--- src/rtl/vm_pkg.sv ---
// Shared definitions for the multi-product vending controller.
// Contents: coin code constants, coin_value() decoder, FSM state enum.
// Imported by vending_machine_multi.
package vm_pkg;

  localparam logic [1:0] COIN_NONE = 2'b00;
  localparam logic [1:0] COIN_1    = 2'b01;
  localparam logic [1:0] COIN_2    = 2'b10;
  localparam logic [1:0] COIN_5    = 2'b11;

  typedef enum logic [1:0] {
    IDLE   = 2'd0,
    CREDIT = 2'd1,
    VEND   = 2'd2,
    CHANGE = 2'd3
  } vm_state_t;

  // Unit value of a coin-acceptor code.
  function automatic logic [2:0] coin_value(input logic [1:0] code);
    case (code)
      COIN_1:  return 3'd1;
      COIN_2:  return 3'd2;
      COIN_5:  return 3'd5;
      default: return 3'd0;
    endcase
  endfunction

endpackage

--- src/rtl/vm_change_counter.sv ---
// Loadable down-counter that emits one change pulse per cycle until it reaches zero.
// Latency: first pulse in the cycle after load; k pulses for load_val = k.
// Backpressure: none; a load overrides any count in progress.
// Ports: clk, rst_n (async active-low), load/load_val (start a refund),
//        change (registered pulse per unit), done (remaining count is zero).
module vm_change_counter #(
  parameter int W = 8
) (
  input  logic         clk,
  input  logic         rst_n,
  input  logic         load,
  input  logic [W-1:0] load_val,
  output logic         change,
  output logic         done
);

  logic [W-1:0] cnt_q, cnt_d;
  logic         change_q, change_d;

  // The load cycle already produces the first pulse, so the stored count is
  // the number of pulses still owed after this one.
  always_comb begin
    cnt_d    = cnt_q;
    change_d = 1'b0;
    if (load) begin
      if (load_val != '0) begin
        change_d = 1'b1;
        cnt_d    = load_val - W'(1);
      end else begin
        cnt_d = '0;
      end
    end else if (cnt_q != '0) begin
      change_d = 1'b1;
      cnt_d    = cnt_q - W'(1);
    end
  end

  always_ff @(posedge clk or negedge rst_n) begin
    if (!rst_n) begin
      cnt_q    <= '0;
      change_q <= 1'b0;
    end else begin
      cnt_q    <= cnt_d;
      change_q <= change_d;
    end
  end

  assign change = change_q;
  assign done   = (cnt_q == '0);

endmodule

--- src/rtl/vending_machine_multi.sv ---
// Multi-product vending controller: 3-denomination credit, per-product prices, serial change.
// Latency: all outputs registered, one cycle after the causing input; refund of k units takes k cycles.
// Backpressure: coins/selections arriving while busy are bounced via coin_reject/sel_reject.
// Ports: coin/sel_valid/sel/cancel in; product_valid/product_id, change, coin_reject,
//        sel_reject, credit, busy out. Optional stock counters and restock port
//        are compiled in with the VM_STOCK_EN macro.
module vending_machine_multi
  import vm_pkg::*;
#(
  parameter int                           NUM_PROD   = 4,
  parameter int                           CREDIT_W   = 8,
  parameter int                           MAX_CREDIT = 50,
  parameter logic [NUM_PROD*CREDIT_W-1:0] PRICES     = {8'd15, 8'd10, 8'd7, 8'd3}
`ifdef VM_STOCK_EN
  ,
  parameter int                           STOCK_W    = 4,
  parameter int                           INIT_STOCK = 3
`endif
) (
  input  logic                        clk,
  input  logic                        rst_n,
  input  logic [1:0]                  coin,
  input  logic                        sel_valid,
  input  logic [$clog2(NUM_PROD)-1:0] sel,
  input  logic                        cancel,
`ifdef VM_STOCK_EN
  input  logic                        restock,
`endif
  output logic                        product_valid,
  output logic [$clog2(NUM_PROD)-1:0] product_id,
  output logic                        change,
  output logic                        coin_reject,
  output logic                        sel_reject,
  output logic [CREDIT_W-1:0]         credit,
  output logic                        busy
);

  localparam int SEL_W = $clog2(NUM_PROD);

  vm_state_t           state_q, state_d;
  logic [CREDIT_W-1:0] credit_q, credit_d;
  logic                product_valid_q, product_valid_d;
  logic [SEL_W-1:0]    product_id_q, product_id_d;
  logic                coin_reject_q, coin_reject_d;
  logic                sel_reject_q, sel_reject_d;
  logic                busy_q, busy_d;

  logic                chg_load, chg_done;
  logic [CREDIT_W-1:0] price;
  logic                sel_in_range, stock_ok, coin_fits, coin_present;
  logic [CREDIT_W:0]   coin_sum;

  // Price mux; out-of-range indices read as 0 but are refused by sel_in_range.
  always_comb begin
    price = '0;
    for (int i = 0; i < NUM_PROD; i++) begin
      if (sel == SEL_W'(i)) price = PRICES[i*CREDIT_W +: CREDIT_W];
    end
  end

  assign sel_in_range = ({1'b0, sel} < (SEL_W+1)'(NUM_PROD));
  assign coin_present = (coin != COIN_NONE);
  // One extra bit so the ceiling compare cannot wrap.
  assign coin_sum     = {1'b0, credit_q} + (CREDIT_W+1)'(coin_value(coin));
  assign coin_fits    = (coin_sum <= (CREDIT_W+1)'(MAX_CREDIT));

`ifdef VM_STOCK_EN
  logic [STOCK_W-1:0] stock_q [NUM_PROD];
  logic [STOCK_W-1:0] stock_d [NUM_PROD];

  assign stock_ok = (stock_q[sel] != '0);

  // Restock wins over a same-cycle vend so the counter ends at INIT_STOCK.
  always_comb begin
    for (int i = 0; i < NUM_PROD; i++) begin
      stock_d[i] = stock_q[i];
      if (restock) begin
        stock_d[i] = STOCK_W'(INIT_STOCK);
      end else if (product_valid_d && (sel == SEL_W'(i))) begin
        stock_d[i] = stock_q[i] - STOCK_W'(1);
      end
    end
  end

  always_ff @(posedge clk or negedge rst_n) begin
    if (!rst_n) begin
      for (int i = 0; i < NUM_PROD; i++) stock_q[i] <= STOCK_W'(INIT_STOCK);
    end else begin
      for (int i = 0; i < NUM_PROD; i++) stock_q[i] <= stock_d[i];
    end
  end
`else
  assign stock_ok = 1'b1;
`endif

  always_comb begin
    state_d         = state_q;
    credit_d        = credit_q;
    product_valid_d = 1'b0;
    product_id_d    = product_id_q;
    coin_reject_d   = 1'b0;
    sel_reject_d    = 1'b0;
    chg_load        = 1'b0;

    case (state_q)
      IDLE, CREDIT: begin
        // Cancel only means something with credit held; in IDLE the coin still acts.
        if (cancel && (state_q == CREDIT)) begin
          state_d       = CHANGE;
          chg_load      = 1'b1;
          credit_d      = credit_q - CREDIT_W'(1);
          coin_reject_d = coin_present;
        end else if (sel_valid) begin
          coin_reject_d = coin_present;
          if (sel_in_range && stock_ok && (credit_q >= price)) begin
            state_d         = VEND;
            credit_d        = credit_q - price;
            product_valid_d = 1'b1;
            product_id_d    = sel;
          end else begin
            sel_reject_d = 1'b1;
          end
        end else if (coin_present) begin
          if (coin_fits) begin
            credit_d = coin_sum[CREDIT_W-1:0];
            state_d  = CREDIT;
          end else begin
            coin_reject_d = 1'b1;
          end
        end
      end

      VEND: begin
        coin_reject_d = coin_present;
        sel_reject_d  = sel_valid;
        if (credit_q != '0) begin
          state_d  = CHANGE;
          chg_load = 1'b1;
          credit_d = credit_q - CREDIT_W'(1);
        end else begin
          state_d = IDLE;
        end
      end

      CHANGE: begin
        coin_reject_d = coin_present;
        sel_reject_d  = sel_valid;
        // credit_q tracks the counter's remaining pulses one-for-one.
        if (chg_done) begin
          state_d = IDLE;
        end else begin
          credit_d = credit_q - CREDIT_W'(1);
        end
      end

      default: state_d = IDLE;
    endcase

    busy_d = (state_d == VEND) || (state_d == CHANGE);
  end

  always_ff @(posedge clk or negedge rst_n) begin
    if (!rst_n) begin
      state_q         <= IDLE;
      credit_q        <= '0;
      product_valid_q <= 1'b0;
      product_id_q    <= '0;
      coin_reject_q   <= 1'b0;
      sel_reject_q    <= 1'b0;
      busy_q          <= 1'b0;
    end else begin
      state_q         <= state_d;
      credit_q        <= credit_d;
      product_valid_q <= product_valid_d;
      product_id_q    <= product_id_d;
      coin_reject_q   <= coin_reject_d;
      sel_reject_q    <= sel_reject_d;
      busy_q          <= busy_d;
    end
  end

  vm_change_counter #(.W(CREDIT_W)) u_change (
    .clk      (clk),
    .rst_n    (rst_n),
    .load     (chg_load),
    .load_val (credit_q),
    .change   (change),
    .done     (chg_done)
  );

  assign product_valid = product_valid_q;
  assign product_id    = product_id_q;
  assign coin_reject   = coin_reject_q;
  assign sel_reject    = sel_reject_q;
  assign credit        = credit_q;
  assign busy          = busy_q;

endmodule

--- config.mk ---
export PLATFORM = sky130hd
export DESIGN_NAME = vending_machine_multi
export DESIGN_NICKNAME = d
export VERILOG_FILES = /design/src/rtl/vm_pkg.sv /design/src/rtl/vm_change_counter.sv /design/src/rtl/vending_machine_multi.sv
export SDC_FILE = /design/constraint.sdc
export NUM_CORES = 1
export LEC_CHECK = 0
export ABC_CLOCK_PERIOD_IN_PS = 5050
export BUFFER_PORTS_ARGS = -buffer_cell sky130_fd_sc_hd__buf_2
export CAP_MARGIN = 5
export CORE_MARGIN = 2
export CORE_UTILIZATION = 60
export CTS_CLUSTER_DIAMETER = 80
export DETAILED_ROUTE_END_ITERATION = 8
export GPL_ROUTABILITY_DRIVEN = 1
export PLACE_DENSITY = 0.81
export SKIP_LAST_GASP = 1
export SYNTH_ARGS = -nofsm -noshare
export SYNTH_HDL_FRONTEND = slang
export SYNTH_SLANG_ARGS = --single-unit
export TNS_END_PERCENT = 1
--- constraint.sdc ---
create_clock -name clk -period 5.05 [get_ports clk]
set_input_delay 1.01 -clock clk [delete_from_list [all_inputs] [get_ports clk]]
set_output_delay 1.01 -clock clk [all_outputs]
set_load 0.01 [all_outputs]
==> results of run 1 <==
==> layout make-up <==
cell class	count	share of cell area, %
Clock buffer	3	0.9820
Clock inverter	1	1.309
Inverter	19	3.110
Multi-Input combinational cell	191	61.10
Sequential cell	24	26.19
Tap cell	46	2.510
Timing Repair Buffer	22	4.801
==> path summary, 6_finish.rpt <==
| path | end | from | slack, ps |
|---|---|---|---|
| min in group asynchronous | product_id[1] | rst_n | 640 |
| max reg2reg | credit[3] | credit[0] | 1920 |
| min | product_id[1] | product_id[1] | 530 |
| max | credit[3] | coin[0] | 1710 |
| max in group asynchronous | coin_reject | rst_n | 4020 |
| min reg2reg | product_id[1] | product_id[1] | 530 |
==> cells by family after synthesis <==
kind of cell / after synthesis / share of synthesized area (%)
AND/OR/NAND/NOR: 77 / 19.00
AO/OA/AOI/OAI: 75 / 26.65
buffers and inverters: 32 / 6.059
flip-flops: 24 / 28.24
XOR/XNOR: 18 / 7.412
adder cells (fa/ha/maj): 13 / 8.353
multiplexers: 6 / 4.117
other: 1 / 0.1763
==> where the power goes <==
part / switching (mW) / internal, mW
Clock: 0.0627 / 0.0803
Combinational: 0.496 / 0.389
Sequential: 0.153 / 0.278
Total: 0.712 / 0.748
==> Yosys cell counts, types with 3 or more instances <==
library cell | n | area share [%]
nand4_1 | 3 | 0.88
o21ai_0 | 8 | 1.9
ha_1 | 11 | 6.5
dfrtp_1 | 24 | 28
clkbuf_1 | 10 | 1.8
a211oi_1 | 4 | 1.4
a22oi_1 | 4 | 1.4
nand3_1 | 4 | 0.94
nand2_1 | 17 | 3.0
inv_1 | 19 | 3.4
nand2b_1 | 6 | 1.8
xnor2_1 | 11 | 4.5
o211ai_1 | 8 | 2.8
nor2_1 | 20 | 3.5
a21oi_1 | 17 | 4.0
and2_1 | 3 | 0.88
or4_1 | 3 | 1.1
o21ai_2 | 3 | 1.2
nor3_1 | 5 | 1.2
xor2_1 | 7 | 2.9
a21o_1 | 4 | 1.4
a211o_1 | 4 | 1.6
==> per-layer routing <==
metal,part of all wire (%),vias to the layer above,wire [µm]
met5,0,-,0
met3,4.5,13,226
met1,44,954,2252
li1,-,919,-
met2,49,54,2489
met4,2.2,0,110
==> flip-flops by register name (all words and copies together) (netlist names) <==
| signal | count |
|---|---|
| product_id | 2 |
| sel_reject | 1 |
| credit | 8 |
| u_change.cnt_q | 8 |
| state_q | 1 |
| busy | 1 |
| u_change.change | 1 |
| product_valid | 1 |
| coin_reject | 1 |
==> per-stage QoR <==
step / hold WS, ps / util, % / cells / worst slack [ps] / total power [mW]
after floorplan: 528.8 / - / 247 / 1633 / 1.091
after global placement: 471.3 / 66.63 / 302 / 1463 / 1.283
after detailed placement: 501.6 / 66.63 / 302 / 1368 / 1.308
after CTS: 535.0 / 68.19 / 306 / 1720 / 1.455
after global routing: 548.5 / 68.19 / 306 / 1581 / 1.600
final: 530.4 / 68.19 / 306 / 1707 / 1.459
==> cells in the final DEF, fill, tap and decap left out, drive strengths merged, types with 4 or more instances in the layout <==
master  instances
o21ai          12
nand3           4
nor3            7
xnor2          11
xor2            7
a21oi          18
mux2i           4
nor2           20
o211ai          8
nand2b          6
a22oi           4
a211oi          4
buf            22
ha             11
a21o            4
a211o           4
inv            19
nand2          17
a31oi           4
dfrtp          24
==> worst max-delay path, stage by stage <==
cell and delay, ps:
buf_2 100, ha_1 200, inv_1 70, fa_1 410
nor2b_1 270, o21ai_0 160, and2_1 190, or4_1 520
o21ai_2 210, a31oi_1 140, o2bb2a_1 300
==> reports/metrics.csv, run 1 <==
metric,value,unit
cts_buffers,3,
grt_use_met2,45.79,%
synth_area_per_cell,8.647,µm²
async_reset_ff_share,100.0,%
clock-root-buffer,clkbuf_4,
antenna_found_initial,0,
ys_ff_latch,24,
setup_violations,0,
fill_cells,315,
vdd_drop_max,269.1,µV
die_h,63.54,µm
syn_inst,246,
nets,282,
dieArea,0.004037,mm²
postCtsSetupBuffers,0,
syn_to_final_growth,7.824,%
grt_pass1_wl,9.211,mm
busiest_layer,met2,
start_util,63.24,%
postCtsResizedCells,0,
crit_fanout,10,
relSlewSlack,35.72,%
path_class,primary input to flop,
critPathLaunchType,primary input,
period_minus_slack,3343,ps
routedWlPerCell,16.59,µm
ctsLongestPathBuffers,2,
yosysWarnings,0,
drv_cap,0,
drt_iter0_drc,140,
dp.final_hpwl,3.868,mm
core,0.003363,mm²
min_period_over_period,66.20,%
endpoint_kind,flop,
drc,0,
grt_setup_unrepaired,no,
dr.pass1.iters,4,
ys.flop_type,dfrtp_1,
insertion_delay,330,ps
multi_input_area,0.001401,mm²
whs_path_depth,1,
r2r_cells,10,
track_usage,28.59,%
postLayoutCellArea,0.002293,mm²
via_count,1940,
wirelength,5.078,mm
worst_pin_slew,964.2,ps
drive_above_1_share,15.00,%
hold_viol,0,
netlist_area,0.002127,mm²
grt_start_max_net_pins,25,
synth.yosys.seq_area_share,28.24,%
hold_class,flop to flop,
ctsHtreeMaxLevel,1,
ys_types,60,
ctsHoldBuffers,0,
gp_congestion,0.8649,
detailed_place.area,0.002241,mm²
fp-row-count,21,
tns,0,ps
ff_latch_area,600.6,µm²
synth_edf_count,0,
outcome,"complete, no violations",
fin_skew,16.94,ps
timing.fmax,299.1,MHz
grt_util_met1,39.39,%
antenna_left,0,
num_antenna_cells,0,
die_w,63.54,µm
leakage,0.9915,nW
maxSlewViolCount,0,
grt.overflow.total,0,
grt_pass1_vias,1941,
use_met3,4.107,%
required,5280,ps
clkSinkCount,24,
critical_path_arrival,3580,ps
powerDensity,636.3,mW/mm²
viasPerCell,6.340,
io_pins,23,
clk_pin_slew,150,ps
cts_tree,yes,
portBuffers,22,
Power figures use the tool's default switching activity.
==> inputs of run 2 (changes only) <==
Settings changed: ABC_AREA set to 1, ABC_CLOCK_PERIOD_IN_PS 5050 to 3300, CORE_UTILIZATION 60 to 59, PLACE_DENSITY 0.81 to 0.8.
Clock period 5.05 ns to 3.3 ns, I/O delays scaled along.
==> run 2 against run 1 <==
Via count rose by 13%; register-to-register slack got worse by 1300 ps; sequential share of layout area fell by 0.16 points; combinational power rose by 77%; sequential power rose by 47%; final cell count rose by 31%; count of clock-buffer cells in the layout rose by 1; synthesized cell count rose by 35%; worst hold slack got worse by 240 ps; critical path type is now flop to flop; critical endpoint unchanged; largest cell class unchanged.
==> reports/metrics.csv, run 2 <==
metric,value,unit,change
maxSlewViolCount,0,,unchanged
core,0.003390,mm²,was 0.003363 mm²
leakage,1.260,nW,was 0.9915 nW
powerDensity,1022,mW/mm²,was 636.3 mW/mm²
die_w,64.10,µm,was 63.54 µm
dieArea,0.004108,mm²,was 0.004037 mm²
grt_pass1_wl,9.225,mm,was 9.211 mm
cpMostUsedCell,nand2_1,,
drv_cap,0,,unchanged
p_int,1.077,mW,was 0.7475 mW
clock_power_share,6.4,%,was 9.8%
cts_buffers,3,,unchanged
drive_above_1_share,11.02,%,was 15.00%
synth_area_per_cell,6.437,µm²,was 8.647 µm²
ctsLongestPathBuffers,2,,unchanged
critPathLaunchType,flop,,was primary input
r2r_cells,15,,was 10
gp_congestion,0.9816,,was 0.8649
r2r_setup_slack,650,ps,was 1920 ps
switching_share,54.36,%,was 48.78%
async_reset_ff_share,100.0,%,unchanged
fin_skew,9.745,ps,was 16.94 ps
drc,0,,unchanged
yosysWarnings,0,,unchanged
finalPower,2.359,mW,was 1.459 mW
track_usage,28.58,%,was 28.59%
final_common_cell,nand2_1,,was dfrtp_1
timing.fmax,376.9,MHz,
layout_common_cells,"107 x nand2_1, 46 x inv_1, 34 x nor2_1",,"was 24 x dfrtp_1, 22 x buf_2, 20 x nor2_1"
synth_top_area_share,28.19,%,was 28.24%
ctsHtreeMaxLevel,1,,unchanged
die_h,64.10,µm,was 63.54 µm
clkSinkCount,24,,unchanged
r2r-end,credit[3],,unchanged
routedWlPerCell,13.19,µm,was 16.59 µm
period_minus_slack,2653,ps,
tns,0,ps,unchanged
clock-root-buffer,clkbuf_4,,unchanged
syn_inst,331,,was 246
endpoint_kind,flop,,unchanged
synth_edf_count,0,,unchanged
nets,376,,was 282
min_period_over_period,80.41,%,
antenna_left,0,,unchanged
path_buf_inv,3,,was 2
outcome,"complete, no violations",,unchanged
insertion_delay,320,ps,was 330 ps
hold_class,primary input to asynchronous set/reset pin,,was flop to flop
grt_start_max_net_pins,25,,unchanged
hold_viol,0,,unchanged
power.net_switching,1.282,mW,was 0.7119 mW
cpMaxStageDelayCell,dfrtp_1,,was or4_1
ctsHoldBuffers,0,,unchanged
viasPerCell,5.475,,was 6.340
relSlewSlack,65.30,%,was 35.72%
drt_iter0_drc,148,,was 140
io_pins,23,,unchanged
grt_pass1_vias,2063,,was 1941
netlist_area,0.002131,mm²,was 0.002127 mm²
regToRegStartpoint,credit[0],,unchanged
synth_most_common_cell,nand2_1,,was dfrtp_1
via_count,2190,,was 1940
ys_types,33,,was 60
critPathMaxStageDelay,510,ps,was 520 ps
dp.final_hpwl,4.222,mm,was 3.868 mm
ys.flop_type,dfrtp_1,,unchanged
ys_ff_latch,24,,unchanged
path_cells,inv_1 -> ha_1 -> inv_1 -> fa_1 -> nand2_1 -> nand2_1 -> a21oi_1 -> nand2_1 -> inv_1 -> nand3_1 -> nand2_1 -> nor2_4 -> nand2_4 -> nand2_1 -> nand2_1,,was buf_2 -> ha_1 -> inv_1 -> fa_1 -> nor2b_1 -> o21ai_0 -> and2_1 -> or4_1 -> o21ai_2 -> a31oi_1 -> o2bb2a_1
synth_area_leaders,"dfrtp_1 28%, nand2_1 19%, inv_1 8.1%",,"was dfrtp_1 28%, ha_1 6.5%, xnor2_1 4.5%"
dr.pass1.iters,5,,was 4
antenna_found_initial,0,,unchanged
cp_num_cells,15,,was 11
ff_latch_area,600.6,µm²,unchanged
comb_power_share,66.7,%,was 60.6%
num_antenna_cells,0,,unchanged
setup_violations,0,,unchanged
vdd_drop_max,405.4,µV,was 269.1 µV
pwr-share-seq,26.9,%,was 29.6%
path_class,flop to flop,,was primary input to flop
postCtsSetupBuffers,0,,unchanged
multi_input_area,0.001316,mm²,was 0.001401 mm²
cts_tree,yes,,unchanged
postCtsResizedCells,0,,unchanged
critical_path_arrival,2910,ps,was 3580 ps
wirelength,5.276,mm,was 5.078 mm
critical_path.top_delay_family,simple AND/OR/NAND/NOR gates,,unchanged
synth_top_area_cell,dfrtp_1,,unchanged
portBuffers,22,,unchanged
crit_fanout,9,,was 10
synthTopCellsByCount,"107 x nand2_1, 46 x inv_1, 34 x nor2_1, 31 x nand3_1, 24 x dfrtp_1",,"was 24 x dfrtp_1, 20 x nor2_1, 19 x inv_1, 17 x a21oi_1, 17 x nand2_1"
required,3560,ps,was 5280 ps
syn_to_final_growth,8.279,%,was 7.824%
clk_pin_slew,130,ps,was 150 ps
fill_cells,334,,was 315
synth.yosys.seq_area_share,28.19,%,was 28.24%
worst_pin_slew,520.5,ps,was 964.2 ps
fp-row-count,21,,unchanged
grt_setup_unrepaired,no,,unchanged
grt.overflow.total,0,,unchanged
start_util,62.86,%,was 63.24%
[run 2: cell types whose count changed after synthesis, moves of 6 or more]
| cell | previous run | this run |
|---|---|---|
| nand2_1 | 17 | 107 |
| inv_1 | 19 | 46 |
| nand3_1 | 4 | 31 |
| nor2_1 | 20 | 34 |
| o21ai_0 | 8 | 18 |
| clkbuf_1 | 10 | 1 |
| xnor2_1 | 11 | 2 |
| nand2b_1 | 6 | 0 |
| o211ai_1 | 8 | 2 |
[run 2: area by class of cell]
| class | instances | share of cell area (%) |
|---|---|---|
| Inverter | 49 | 8.080 |
| Multi-Input combinational cell | 255 | 57.05 |
| Clock buffer | 4 | 1.573 |
| Timing Repair Buffer | 22 | 4.772 |
| Tap cell | 46 | 2.495 |
| Sequential cell | 24 | 26.03 |
[run 2: per-stage QoR]
| stage | util [%] | hold slack (ps) | std cells | worst slack [ps] | cell area [µm²] |
|---|---|---|---|---|---|
| CTS | 68.07 | 311.6 | 400 | 688.5 | 2307 |
| floorplan | - | 364.4 | 332 | 945.8 | 2135 |
| finish | 68.07 | 292.1 | 400 | 646.5 | 2307 |
| global placement | 67.00 | 463.3 | 396 | 735.1 | 2271 |
| global route | 68.07 | 322.2 | 400 | 489.2 | 2307 |
| detailed placement | 67.00 | 473.1 | 396 | 588.5 | 2271 |
[run 2: power by group through the flow]
stage | registers [mW] | logic (mW) | clock network [mW]
CTS | 0.633 | 1.56 | 0.154
detailed placement | 0.638 | 1.55 | 0
finish | 0.634 | 1.57 | 0.152
floorplan | 0.595 | 1.19 | 0
global route | 0.655 | 1.80 | 0.171
global placement | 0.636 | 1.52 | 0
[run 2: worst max path at each step]
stage | from | end | slack (ps)
final | credit[0] | credit[3] | 650
after global routing | credit[0] | credit[4] | 490
after CTS | credit[0] | credit[5] | 690
after detailed placement | sel[0] | credit[5] | 590
after global placement | sel[0] | credit[4] | 740
after floorplan | sel[0] | credit[4] | 950
[run 2: routing by layer]
| metal | wire length, µm | track usage (%) |
|---|---|---|
| met4 | 102 | 9.043 |
| met2 | 2649 | 50.00 |
| met5 | 0 | 0 |
| met1 | 2220 | 36.91 |
| met3 | 304 | 3.169 |
[run 2: cells by family (layout without fill, tap and decap cells)]
logic type / Yosys count / after routing / synth area share (%)
AOI/OAI and AO/OA: 39 / 39 / 9.865
xor gates and xnor gates: 8 / 8 / 3.288
adders and majority gates: 13 / 13 / 8.338
buffers and inverters: 53 / 75 / 10.22
DFF: 24 / 24 / 28.19
other: 1 / 2 / 0.1760
and+or+nand+nor: 193 / 193 / 39.93
